$ cat config.mk
export PLATFORM = sky130hd
export DESIGN_NAME = sobel_gradient_flat
export DESIGN_NICKNAME = d
export VERILOG_FILES = /design/src/rtl/sobel_gradient_if.sv /design/src/rtl/sobel_gradient.sv /design/src/flat_wrapper.sv
export SDC_FILE = /design/constraint.sdc
export NUM_CORES = 1
export LEC_CHECK = 0
export ABC_AREA = 1
export BUFFER_PORTS_ARGS = -buffer_cell sky130_fd_sc_hd__buf_2
export CORE_UTILIZATION = 63
export DETAILED_ROUTE_END_ITERATION = 8
export PLACE_DENSITY = 0.79
export SYNTH_ARGS = -nofsm -noshare
export SYNTH_HDL_FRONTEND = slang
export SYNTH_SLANG_ARGS = --single-unit
export TNS_END_PERCENT = 10
$ cat constraint.sdc
create_clock -name clk -period 6.61 [get_ports clk]
set_clock_uncertainty 0.05 [all_clocks]
set_input_delay 0.661 -clock clk [delete_from_list [all_inputs] [get_ports clk]]
set_output_delay 0.661 -clock clk [all_outputs]
set_load 0.05 [all_outputs]
$ cat src/rtl/sobel_gradient_if.sv
// sobel_gradient_if
//   Pixel-stream and result bundle for sobel_gradient.
//   Handshake: a pixel moves on a rising clk edge where pixel_valid and
//   pixel_ready are both high. pixel_in and full_load are meaningful only
//   while pixel_valid is high. The producer may raise or drop pixel_valid
//   freely. pixel_ready never depends on pixel_valid.
//   Signals:
//     pixel_valid  producer -> block  pixel_in holds a pixel
//     pixel_in     producer -> block  8-bit unsigned grayscale pixel
//     full_load    producer -> block  first pixel of burst: 1 = 9-pixel load, 0 = column shift
//     pixel_ready  block -> producer  block accepts a pixel this cycle
//     gx, gy       block -> consumer  10-bit two's-complement gradients (halved)
//     calc_done    block -> consumer  one-cycle pulse: gx/gy just updated
interface sobel_gradient_if;
    logic       pixel_valid;
    logic [7:0] pixel_in;
    logic       full_load;
    logic       pixel_ready;
    logic [9:0] gx;
    logic [9:0] gy;
    logic       calc_done;

    modport master (
        output pixel_valid, pixel_in, full_load,
        input  pixel_ready, gx, gy, calc_done
    );

    modport slave (
        input  pixel_valid, pixel_in, full_load,
        output pixel_ready, gx, gy, calc_done
    );
endinterface

$ cat src/rtl/sobel_gradient.sv
// sobel_gradient
//   Collects a 3x3 window of 8-bit pixels, either as a full row-major load
//   of 9 pixels or as a 3-pixel column shift. It then computes the Sobel
//   gradients over two pipeline cycles: partial sums, then difference and halving.
//   Ports:
//     clk      rising-edge clock
//     rst      asynchronous active-high reset
//     pix_if   sobel_gradient_if.slave (pixel handshake in, gx/gy/calc_done out)
//     state_o  current FSM state (0 IDLE, 1 LOAD, 2 CALC1, 3 CALC2), for observation
module sobel_gradient (
    input  logic                   clk,
    input  logic                   rst,
    sobel_gradient_if.slave        pix_if,
    output logic [1:0]             state_o
);

    typedef enum logic [1:0] {
        IDLE  = 2'd0,
        LOAD  = 2'd1,
        CALC1 = 2'd2,
        CALC2 = 2'd3
    } state_t;

    state_t      state_q, state_d;
    logic [3:0]  count_q, count_d;
    logic        full_q, full_d;
    logic [7:0]  win_q [9];
    logic [7:0]  win_d [9];
    logic [7:0]  col_q [2];
    logic [7:0]  col_d [2];
    logic [9:0]  gxp_q, gxp_d, gxn_q, gxn_d;
    logic [9:0]  gyp_q, gyp_d, gyn_q, gyn_d;
    logic [9:0]  gx_q, gx_d, gy_q, gy_d;
    logic        done_q, done_d;
    logic        accept;
    logic [10:0] gx_full, gy_full;

    // a + 2b + c, at most 1020, so it fits in 10 bits unsigned
    function automatic logic [9:0] tap_sum(input logic [7:0] a, input logic [7:0] b,
                                           input logic [7:0] c);
        return {2'b00, a} + {1'b0, b, 1'b0} + {2'b00, c};
    endfunction

    // Ready is forced low during reset so nothing is accepted while the block is held
    assign pix_if.pixel_ready = !rst && ((state_q == IDLE) || (state_q == LOAD));
    assign accept             = pix_if.pixel_valid && pix_if.pixel_ready;

    // Window index is r*3 + c
    always_comb begin
        state_d = state_q;
        count_d = count_q;
        full_d  = full_q;
        win_d   = win_q;
        col_d   = col_q;
        case (state_q)
            IDLE: begin
                if (accept) begin
                    full_d  = pix_if.full_load;
                    count_d = 4'd1;
                    if (pix_if.full_load) win_d[0] = pix_if.pixel_in;
                    else                  col_d[0] = pix_if.pixel_in;
                    state_d = LOAD;
                end
            end
            LOAD: begin
                if (accept) begin
                    count_d = count_q + 4'd1;
                    if (full_q) begin
                        win_d[count_q] = pix_if.pixel_in;
                        if (count_q == 4'd8) begin
                            count_d = 4'd0;
                            state_d = CALC1;
                        end
                    end else if (count_q == 4'd2) begin
                        // Third pixel of a column: shift left and append the new column
                        for (int r = 0; r < 3; r++) begin
                            win_d[r*3]     = win_q[r*3 + 1];
                            win_d[r*3 + 1] = win_q[r*3 + 2];
                        end
                        win_d[2] = col_q[0];
                        win_d[5] = col_q[1];
                        win_d[8] = pix_if.pixel_in;
                        count_d  = 4'd0;
                        state_d  = CALC1;
                    end else begin
                        col_d[1] = pix_if.pixel_in;
                    end
                end
            end
            CALC1:   state_d = CALC2;
            CALC2:   state_d = IDLE;
            default: state_d = IDLE;
        endcase
    end

    // Arithmetic pipeline: stage 1 registers the four positive/negative tap sums,
    // stage 2 subtracts at 11 bits and drops the LSB (arithmetic shift, floor).
    assign gx_full = {1'b0, gxp_q} - {1'b0, gxn_q};
    assign gy_full = {1'b0, gyp_q} - {1'b0, gyn_q};

    always_comb begin
        gxp_d  = gxp_q;
        gxn_d  = gxn_q;
        gyp_d  = gyp_q;
        gyn_d  = gyn_q;
        gx_d   = gx_q;
        gy_d   = gy_q;
        done_d = 1'b0;
        if (state_q == CALC1) begin
            gxp_d = tap_sum(win_q[2], win_q[5], win_q[8]);
            gxn_d = tap_sum(win_q[0], win_q[3], win_q[6]);
            gyp_d = tap_sum(win_q[6], win_q[7], win_q[8]);
            gyn_d = tap_sum(win_q[0], win_q[1], win_q[2]);
        end
        if (state_q == CALC2) begin
            gx_d   = gx_full[10:1];
            gy_d   = gy_full[10:1];
            done_d = 1'b1;
        end
    end

    always_ff @(posedge clk or posedge rst) begin
        if (rst) begin
            state_q <= IDLE;
            count_q <= 4'd0;
            full_q  <= 1'b0;
            for (int i = 0; i < 9; i++) win_q[i] <= 8'd0;
            for (int i = 0; i < 2; i++) col_q[i] <= 8'd0;
            gxp_q   <= 10'd0;
            gxn_q   <= 10'd0;
            gyp_q   <= 10'd0;
            gyn_q   <= 10'd0;
            gx_q    <= 10'd0;
            gy_q    <= 10'd0;
            done_q  <= 1'b0;
        end else begin
            state_q <= state_d;
            count_q <= count_d;
            full_q  <= full_d;
            win_q   <= win_d;
            col_q   <= col_d;
            gxp_q   <= gxp_d;
            gxn_q   <= gxn_d;
            gyp_q   <= gyp_d;
            gyn_q   <= gyn_d;
            gx_q    <= gx_d;
            gy_q    <= gy_d;
            done_q  <= done_d;
        end
    end

    assign pix_if.gx        = gx_q;
    assign pix_if.gy        = gy_q;
    assign pix_if.calc_done = done_q;
    assign state_o          = state_q;

endmodule

$ cat src/flat_wrapper.sv
// flat-port wrapper written by rule: the top's interface ports become plain ports
module sobel_gradient_flat 
  (clk, rst, state_o, pix_if_pixel_valid, pix_if_pixel_in, pix_if_full_load, pix_if_pixel_ready, pix_if_gx, pix_if_gy, pix_if_calc_done);
  sobel_gradient_if pix_if_i ();
  input  logic clk;
  input  logic rst;
  output logic [1:0] state_o;
  input wire logic [$bits(pix_if_i.pixel_valid)-1:0] pix_if_pixel_valid;
  input wire logic [$bits(pix_if_i.pixel_in)-1:0] pix_if_pixel_in;
  input wire logic [$bits(pix_if_i.full_load)-1:0] pix_if_full_load;
  output wire logic [$bits(pix_if_i.pixel_ready)-1:0] pix_if_pixel_ready;
  output wire logic [$bits(pix_if_i.gx)-1:0] pix_if_gx;
  output wire logic [$bits(pix_if_i.gy)-1:0] pix_if_gy;
  output wire logic [$bits(pix_if_i.calc_done)-1:0] pix_if_calc_done;
  assign pix_if_i.pixel_valid = pix_if_pixel_valid;
  assign pix_if_i.pixel_in = pix_if_pixel_in;
  assign pix_if_i.full_load = pix_if_full_load;
  assign pix_if_pixel_ready = pix_if_i.pixel_ready;
  assign pix_if_gx = pix_if_i.gx;
  assign pix_if_gy = pix_if_i.gy;
  assign pix_if_calc_done = pix_if_i.calc_done;
  sobel_gradient u_core (.clk(clk), .rst(rst), .pix_if(pix_if_i), .state_o(state_o));
endmodule
==> results of run 1 <==
-- cell usage after synthesis --
| cell type | instances |
|---|---|
| a31oi_1 | 2 |
| buf_2 | 2 |
| nor2_4 | 7 |
| inv_1 | 151 |
| or2_2 | 4 |
| o21ai_1 | 1 |
| nor2_8 | 1 |
| a31o_2 | 2 |
| clkinv_1 | 2 |
| xor2_1 | 4 |
| inv_2 | 4 |
| o21bai_1 | 3 |
| ha_1 | 62 |
| nand2_2 | 2 |
| o22ai_1 | 43 |
| clkbuf_1 | 12 |
| fa_1 | 34 |
| nand4_1 | 15 |
| nand2_1 | 368 |
| nand2_4 | 5 |
| nand3b_1 | 7 |
| dfrtp_1 | 156 |
| nor2_1 | 38 |
| xnor2_1 | 4 |
| a21oi_1 | 45 |
| nand3_1 | 85 |
| buf_6 | 5 |
| nor3_4 | 1 |
| nand3_4 | 1 |
| o21ai_2 | 14 |
| buf_4 | 5 |
| a21oi_4 | 3 |
| o31ai_1 | 1 |
| buf_1 | 6 |
| o21ai_0 | 104 |
| o21a_1 | 6 |
| a21boi_0 | 1 |
| a211oi_1 | 4 |
-- through the flow --
| step | std cells | setup slack [ps] |
|---|---|---|
| CTS | 1437 | 3720 |
| detailed placement | 1405 | 3740 |
| finish | 1437 | 3620 |
| floorplan | 1210 | 1530 |
| global placement | 1405 | 3830 |
| global route | 1437 | 3420 |
-- flip-flops by register name, summed over array words and instances (netlist names), 2 cells and up --
register          flops
u_core.win_q         72
u_core.col_q         16
u_core.gxn_q         10
u_core.gxp_q         10
u_core.gyn_q         10
u_core.gyp_q         10
u_core.pix_if.gx     10
u_core.pix_if.gy     10
u_core.count_q        4
u_core.state_o        2
-- area by class of cell --
type / count / area [um2]
tap: 188 / 235
clock inverter: 11 / 95.1
multi-input combinational: 867 / 5180
timing repair buffer: 37 / 190
fill: 1226 / 4540
sequential: 156 / 3910
inverter: 157 / 594
clock buffer: 21 / 460
-- routing by layer --
layer	up-vias	GRT usage, %	routed length [um]
met5	-	0	0
met4	0	12.5	716
met3	58	4.94	1170
met2	268	51.7	11100
met1	3856	41.9	10500
li1	4018	-	-
-- cells in the final DEF (no fill, tap or decap), types with 5 or more instances in the layout --
cell,Yosys,layout
nand2_1,368,368
dfrtp_1,156,155
inv_1,151,150
o21ai_0,104,104
nand3_1,85,85
ha_1,62,62
a21oi_1,45,45
o22ai_1,43,43
nor2_1,38,38
buf_2,2,35
fa_1,34,34
clkbuf_16,0,17
nand4_1,15,15
o21ai_2,14,14
nor2_4,7,7
nand3b_1,7,7
o21a_1,6,6
nand2_4,5,5
clkinv_2,0,5
-- cells by family (layout without fill, tap and decap cells) --
group / count (synthesis) / in the layout / synth area share, %
compound gates: 229 / 229 / 13.5
xor+xnor: 8 / 8 / 0.711
fa+ha+maj: 96 / 96 / 14.8
buf+inv: 187 / 226 / 7.73
flops: 156 / 156 / 39.6
simple gates: 534 / 534 / 23.6
-- worst max path at each step --
stage	startpoint	to	slack (ps)
2_1_floorplan	rst	u_core.col_q[0]	1530
3_3_place_gp	u_core.full_q	u_core.win_q[65]	3830
3_5_place_dp	u_core.full_q	u_core.win_q[65]	3740
4_1_cts	u_core.full_q	u_core.win_q[65]	3720
5_1_grt	u_core.full_q	u_core.win_q[65]	3420
6_report	u_core.full_q	u_core.win_q[65]	3620
-- worst max-delay path: cells and delay by family, from the launching register on --
kind            cells  cell delay [ps]
buf+inv             3              970
simple gates        4              670
compound gates      1               90
flops               1             1120
==> out/summary.txt, run 1 <==
DPL Wire Length: 17400 um
row cnt: 45
Hold WS: 323 ps
post-synth net total: 1318
Worst path slowest cell: dfrtp_2
area leader, netlist: dfrtp_1
post-route cell area: 10700 um2
clock buffer depth: 2
max_cap viols: 0
crit path DAT: 3300 ps
synth warn: 0
status: finished clean
Final Slew Violations: 0
hold_buf cts: 0
drc violations: 0
initial antenna violation count: 0
Setup violations, final: 0
Die H: 127 um
Critical Path Start Type: register
CTS tree: built
die width: 127 um
CTS buffer count: 17
drt total wl: 23400 um
flops & latches, synth: 156
DR WL/cell: 16.3 um
Largest stage delay, worst path: 1120 ps
Area after DPL: 10100 um2
H-tree depth: 4
# nets final: 1344
setup_tns: 0 ps
Vias: 8200
remaining antenna violation count after routing: 0
first-pass GRT wire length: 39000 um
RR Startpoint: u_core.full_q
I/O Pins: 36
period utilization: 45.2%
post-CTS setup buffers: 0
sequence of cells on the critical path: inv_1 > nand2_4 > inv_2 > nand2_1 > nand3_1 > inv_2 > nand2_1 > o21ai_1
Worst Tran Pin Value: 1130 ps
worst skew pair latency: 440 ps
Syn Area/Cell: 8.14 um2
Syn Inst Count: 1210
core area: 15200 um2
Worst Hold Class: primary input to asynchronous set/reset pin
worst setup path category: register to register
Reg2Reg Setup Slack: 3620 ps
Synth area leaders: dfrtp_1 (40%), nand2_1 (14%), ha_1 (7.9%)
Yosys top cell area share: 39.6%
vias in the first global route: 7672
post-CTS sizing: 0
Yosys cell types: 38
Rel. slew slack: 24.4%
register area share after synthesis: 39.6%
clk sinks: 156
largest net degree at the start of global routing: 87
crit-path max FO: 65
Vias per Instance: 5.71
final hold violation count: 0
die area: 16100 um2
minimum clock period: 2990 ps
CTS clk-pin slew, worst paths: 60 ps
CP required: 6920 ps
IO buf count: 35
Util after Layout: 70.1%
layout cells sized above 1: 9.05%
reg2reg path depth: 8
n_diodes: 0
total gr overflow: 0
CP endpoint kind: register
CTS root buffer: clkbuf_16
fmax: 334 MHz
GRT Util Overall: 31.4%
area of the mapped netlist: 9850 um2
unrepaired setup endpoints after global routing: false
number of DRC markers in iteration 0: 634
DR pass1 iterations: 5
synthesis-to-layout area growth: 8.28%
initial core utilization: 64.8%
GP Congestion: 0.934
worst r2r dst: u_core.win_q[65]
Power of run 1 is left out: the tool's default activity adds up to more than one toggle a clock period on the data nets, which glitch-free logic cannot reach.
==> run 2: changes to the inputs <==
--- a/config.mk
+++ b/config.mk
@@ -5,11 +5,11 @@
 export SDC_FILE = /design/constraint.sdc
 export NUM_CORES = 1
 export LEC_CHECK = 0
-export ABC_AREA = 1
+export ABC_AREA = 0
 export BUFFER_PORTS_ARGS = -buffer_cell sky130_fd_sc_hd__buf_2
-export CORE_UTILIZATION = 63
+export CORE_UTILIZATION = 57
 export DETAILED_ROUTE_END_ITERATION = 8
-export PLACE_DENSITY = 0.79
+export PLACE_DENSITY = 0.75
 export SYNTH_ARGS = -nofsm -noshare
 export SYNTH_HDL_FRONTEND = slang
 export SYNTH_SLANG_ARGS = --single-unit
==> constraint.sdc (replaced) <==
create_clock -name clk -period 2.55 [get_ports clk]
set_clock_uncertainty 0.05 [all_clocks]
set_input_delay 0.255 -clock clk [delete_from_list [all_inputs] [get_ports clk]]
set_output_delay 0.255 -clock clk [all_outputs]
set_load 0.05 [all_outputs]
==> out/summary.txt, run 2 <==
power share of the combinational group: 51.6%
CP endpoint kind: register
Util after Layout: 67.9%
area leader, netlist: dfrtp_1
die width: 129 um
Primary FF master, synth: dfrtp_1
Leakage: 4.81 nW
clock buffer depth: 2
DR pass1 iterations: 5
failing checks: negative setup slack
layout cells sized above 1: 20.3%
mux cell area share after synthesis: 7.81%
initial antenna violation count: 0
largest family of logic cells by synthesized area: compound AO/OA/AOI/OAI gates
Synth Area in Compound Gates: 19.6%
Area after DPL: 9790 um2
period utilization: 102%
CP required: 2810 ps
switching share of power: 42.7%
max reg flops: 72
CTS buffer count: 17
vias in the first global route: 7155
synth warn: 0
Power Internal: 7.78 mW
Largest Register: u_core.win_q
most numerous cell in the Yosys netlist: dfrtp_1
first-pass GRT wire length: 37100 um
crit-path max FO: 3
unrepaired setup endpoints after global routing: true
synthesis-to-layout area growth: 14.3%
die area: 16600 um2
Reg power frac: 29.6%
Vias: 7158
Yosys top cell area share: 42.6%
remaining antenna violation count after routing: 0
Regs by FF count: u_core.win_q: 72 flops, u_core.col_q: 16 flops
hold_buf cts: 0
Worst Tran Pin Value: 827 ps
GRT Util Overall: 29.2%
Rel. slew slack: 44.9%
n_diodes: 0
DR WL/cell: 20.0 um
Syn Area/Cell: 10.8 um2
Final Non-Filler Cells: 1141
area of the mapped netlist: 9170 um2
Reg2Reg Setup Slack: -50 ps
Psw: 5.79 mW
Max VDD drop: 0.000603 V
crit path DAT: 2860 ps
CTS tree: built
Die H: 129 um
Post-Synth Simple-Gate Area: 8.59%
total gr overflow: 0
GP Congestion: 0.957
register area share after synthesis: 42.6%
Setup violations, final: 2
post-route cell area: 10500 um2
Syn Inst Count: 851
fmax: 385 MHz
Vias per Instance: 6.27
commonest cells in the netlist: dfrtp_1 (156), o21ai_0 (101), ha_1 (62)
DPL Wire Length: 16600 um
IO buf count: 35
most frequent cells in the layout: dfrtp_1 (155), o21ai_0 (91), ha_1 (57)
final hold violation count: 0
asr flop ratio synth: 100%
Post-synth EDFFs: 0
core area: 15400 um2
number of instances in the placed design: 1109
worst skew pair latency: 420 ps
max_cap viols: 0
flops & latches, synth: 156
final setup margin: -49.9 ps
Final Slew Violations: 0
number of DRC markers in iteration 0: 595
Yosys cell types: 62
drc violations: 0
Synth area leaders: dfrtp_1 (43%), ha_1 (8.5%), fa_1 (7.4%)
Adder-Cell Fraction of Synth Area: 15.9%
I/O Pins: 36
CTS clk-pin slew, worst paths: 60 ps
status: complete, but fails checks
CTS root buffer: clkbuf_16
Critical Path Start Type: register
# nets final: 1026
commonest non-fill, non-tap cell in the layout: dfrtp_1
H-tree depth: 4
Worst Hold Class: primary input to register
post-synth net total: 959
worst setup path category: register to register
initial core utilization: 59.4%
XOR/XNOR Fraction of Synth Area: 2.01%
row cnt: 45
power density cells: 1300 nW/um2
Clock power frac: 18.8%
drt total wl: 22800 um
minimum clock period: 2600 ps
clk sinks: 156
largest net degree at the start of global routing: 157
==> run 2: cell count changes in the layout (fill, tap and decap cells not counted), moves of 14 or more <==
cell,previous run,this run
nand2_1,368,51
buf_4,2,32
a22oi_1,0,50
inv_1,150,48
nand3_1,85,6
mux2_2,0,50
nor3_1,0,16
a21oi_1,45,23
o21ai_1,1,15
o22ai_1,43,3
==> run 2: worst max-delay path: stages (launching register included) <==
cell     delay (ps)
dfrtp_1         400
inv_1           100
fa_1            420
inv_1            80
ha_2            170
inv_1            50
fa_2            360
nor2b_2         170
o31a_1          200
o311a_1         180
a21oi_1          50
mux2_4          260
==> run 2: kinds of logic after synthesis <==
group / Yosys count
AOI/OAI and AO/OA: 279
xor gates and xnor gates: 21
adders and majority gates: 96
buffers and inverters: 75
DFF: 156
muxes: 65
and+or+nand+nor: 159
==> run 2: cell type report <==
cell class,instances,area [um2]
Multi-Input combinational cell,620,5040
Timing Repair Buffer,70,475
Fill cell,1174,4950
Inverter,53,203
Clock inverter,11,144
Sequential cell,156,3910
Tap cell,211,264
Clock buffer,20,447
==> run 2: power groups by stage <==
stage,logic (mW),registers [mW],clock network (mW)
after global placement,6.41,3.98,0
final,7.00,4.02,2.55
after floorplan,4.42,4.46,0
after global routing,7.69,4.12,2.69
after CTS,6.79,4.00,2.59
after detailed placement,6.67,4.03,0
==> run 2: final timing paths <==
path | cells past startpoint | endpoint | startpoint
min reg2reg | 1 | u_core.pix_if.gx[6] | u_core.pix_if.gx[6]
min | 2 | u_core.full_q | pix_if_full_load
min in group asynchronous | 3 | u_core.count_q[0] | rst
max | 11 | u_core.gyn_q[7] | u_core.win_q[65]
max reg2reg | 11 | u_core.gyn_q[7] | u_core.win_q[65]
max in group asynchronous | 3 | u_core.win_q[50] | rst
==> run 2: per-stage QoR <==
stage	power [mW]	TNS, ps	hold WS [ps]	worst slack, ps
2_1_floorplan	8.88	-15250	322	-1360
3_3_place_gp	10.4	-166	416	-81.1
3_5_place_dp	10.7	-579	422	-156
4_1_cts	13.4	-31.9	26.5	-23.1
5_1_grt	14.5	-788	40.8	-140
6_report	13.6	-56.0	32.8	-49.9
==> run 2: per-layer routing <==
metal  share of wire (%)  global-route usage, %
met3                 5.4                   5.16
met5                   0                      0
met4                 3.2                   12.9
met2                  48                   48.1
met1                  43                   38.1
==> run 2: repair_timing <==
action | in CTS | in global routing
endpoints found under the setup margin | 12 | 26
pin swaps | 2 | 10
gates resized for setup | 13 | 23
setup buffers | 0 | 1
endpoints found under the hold margin | 0 | 0
No activity file was read; power rests on OpenSTA's default activity.
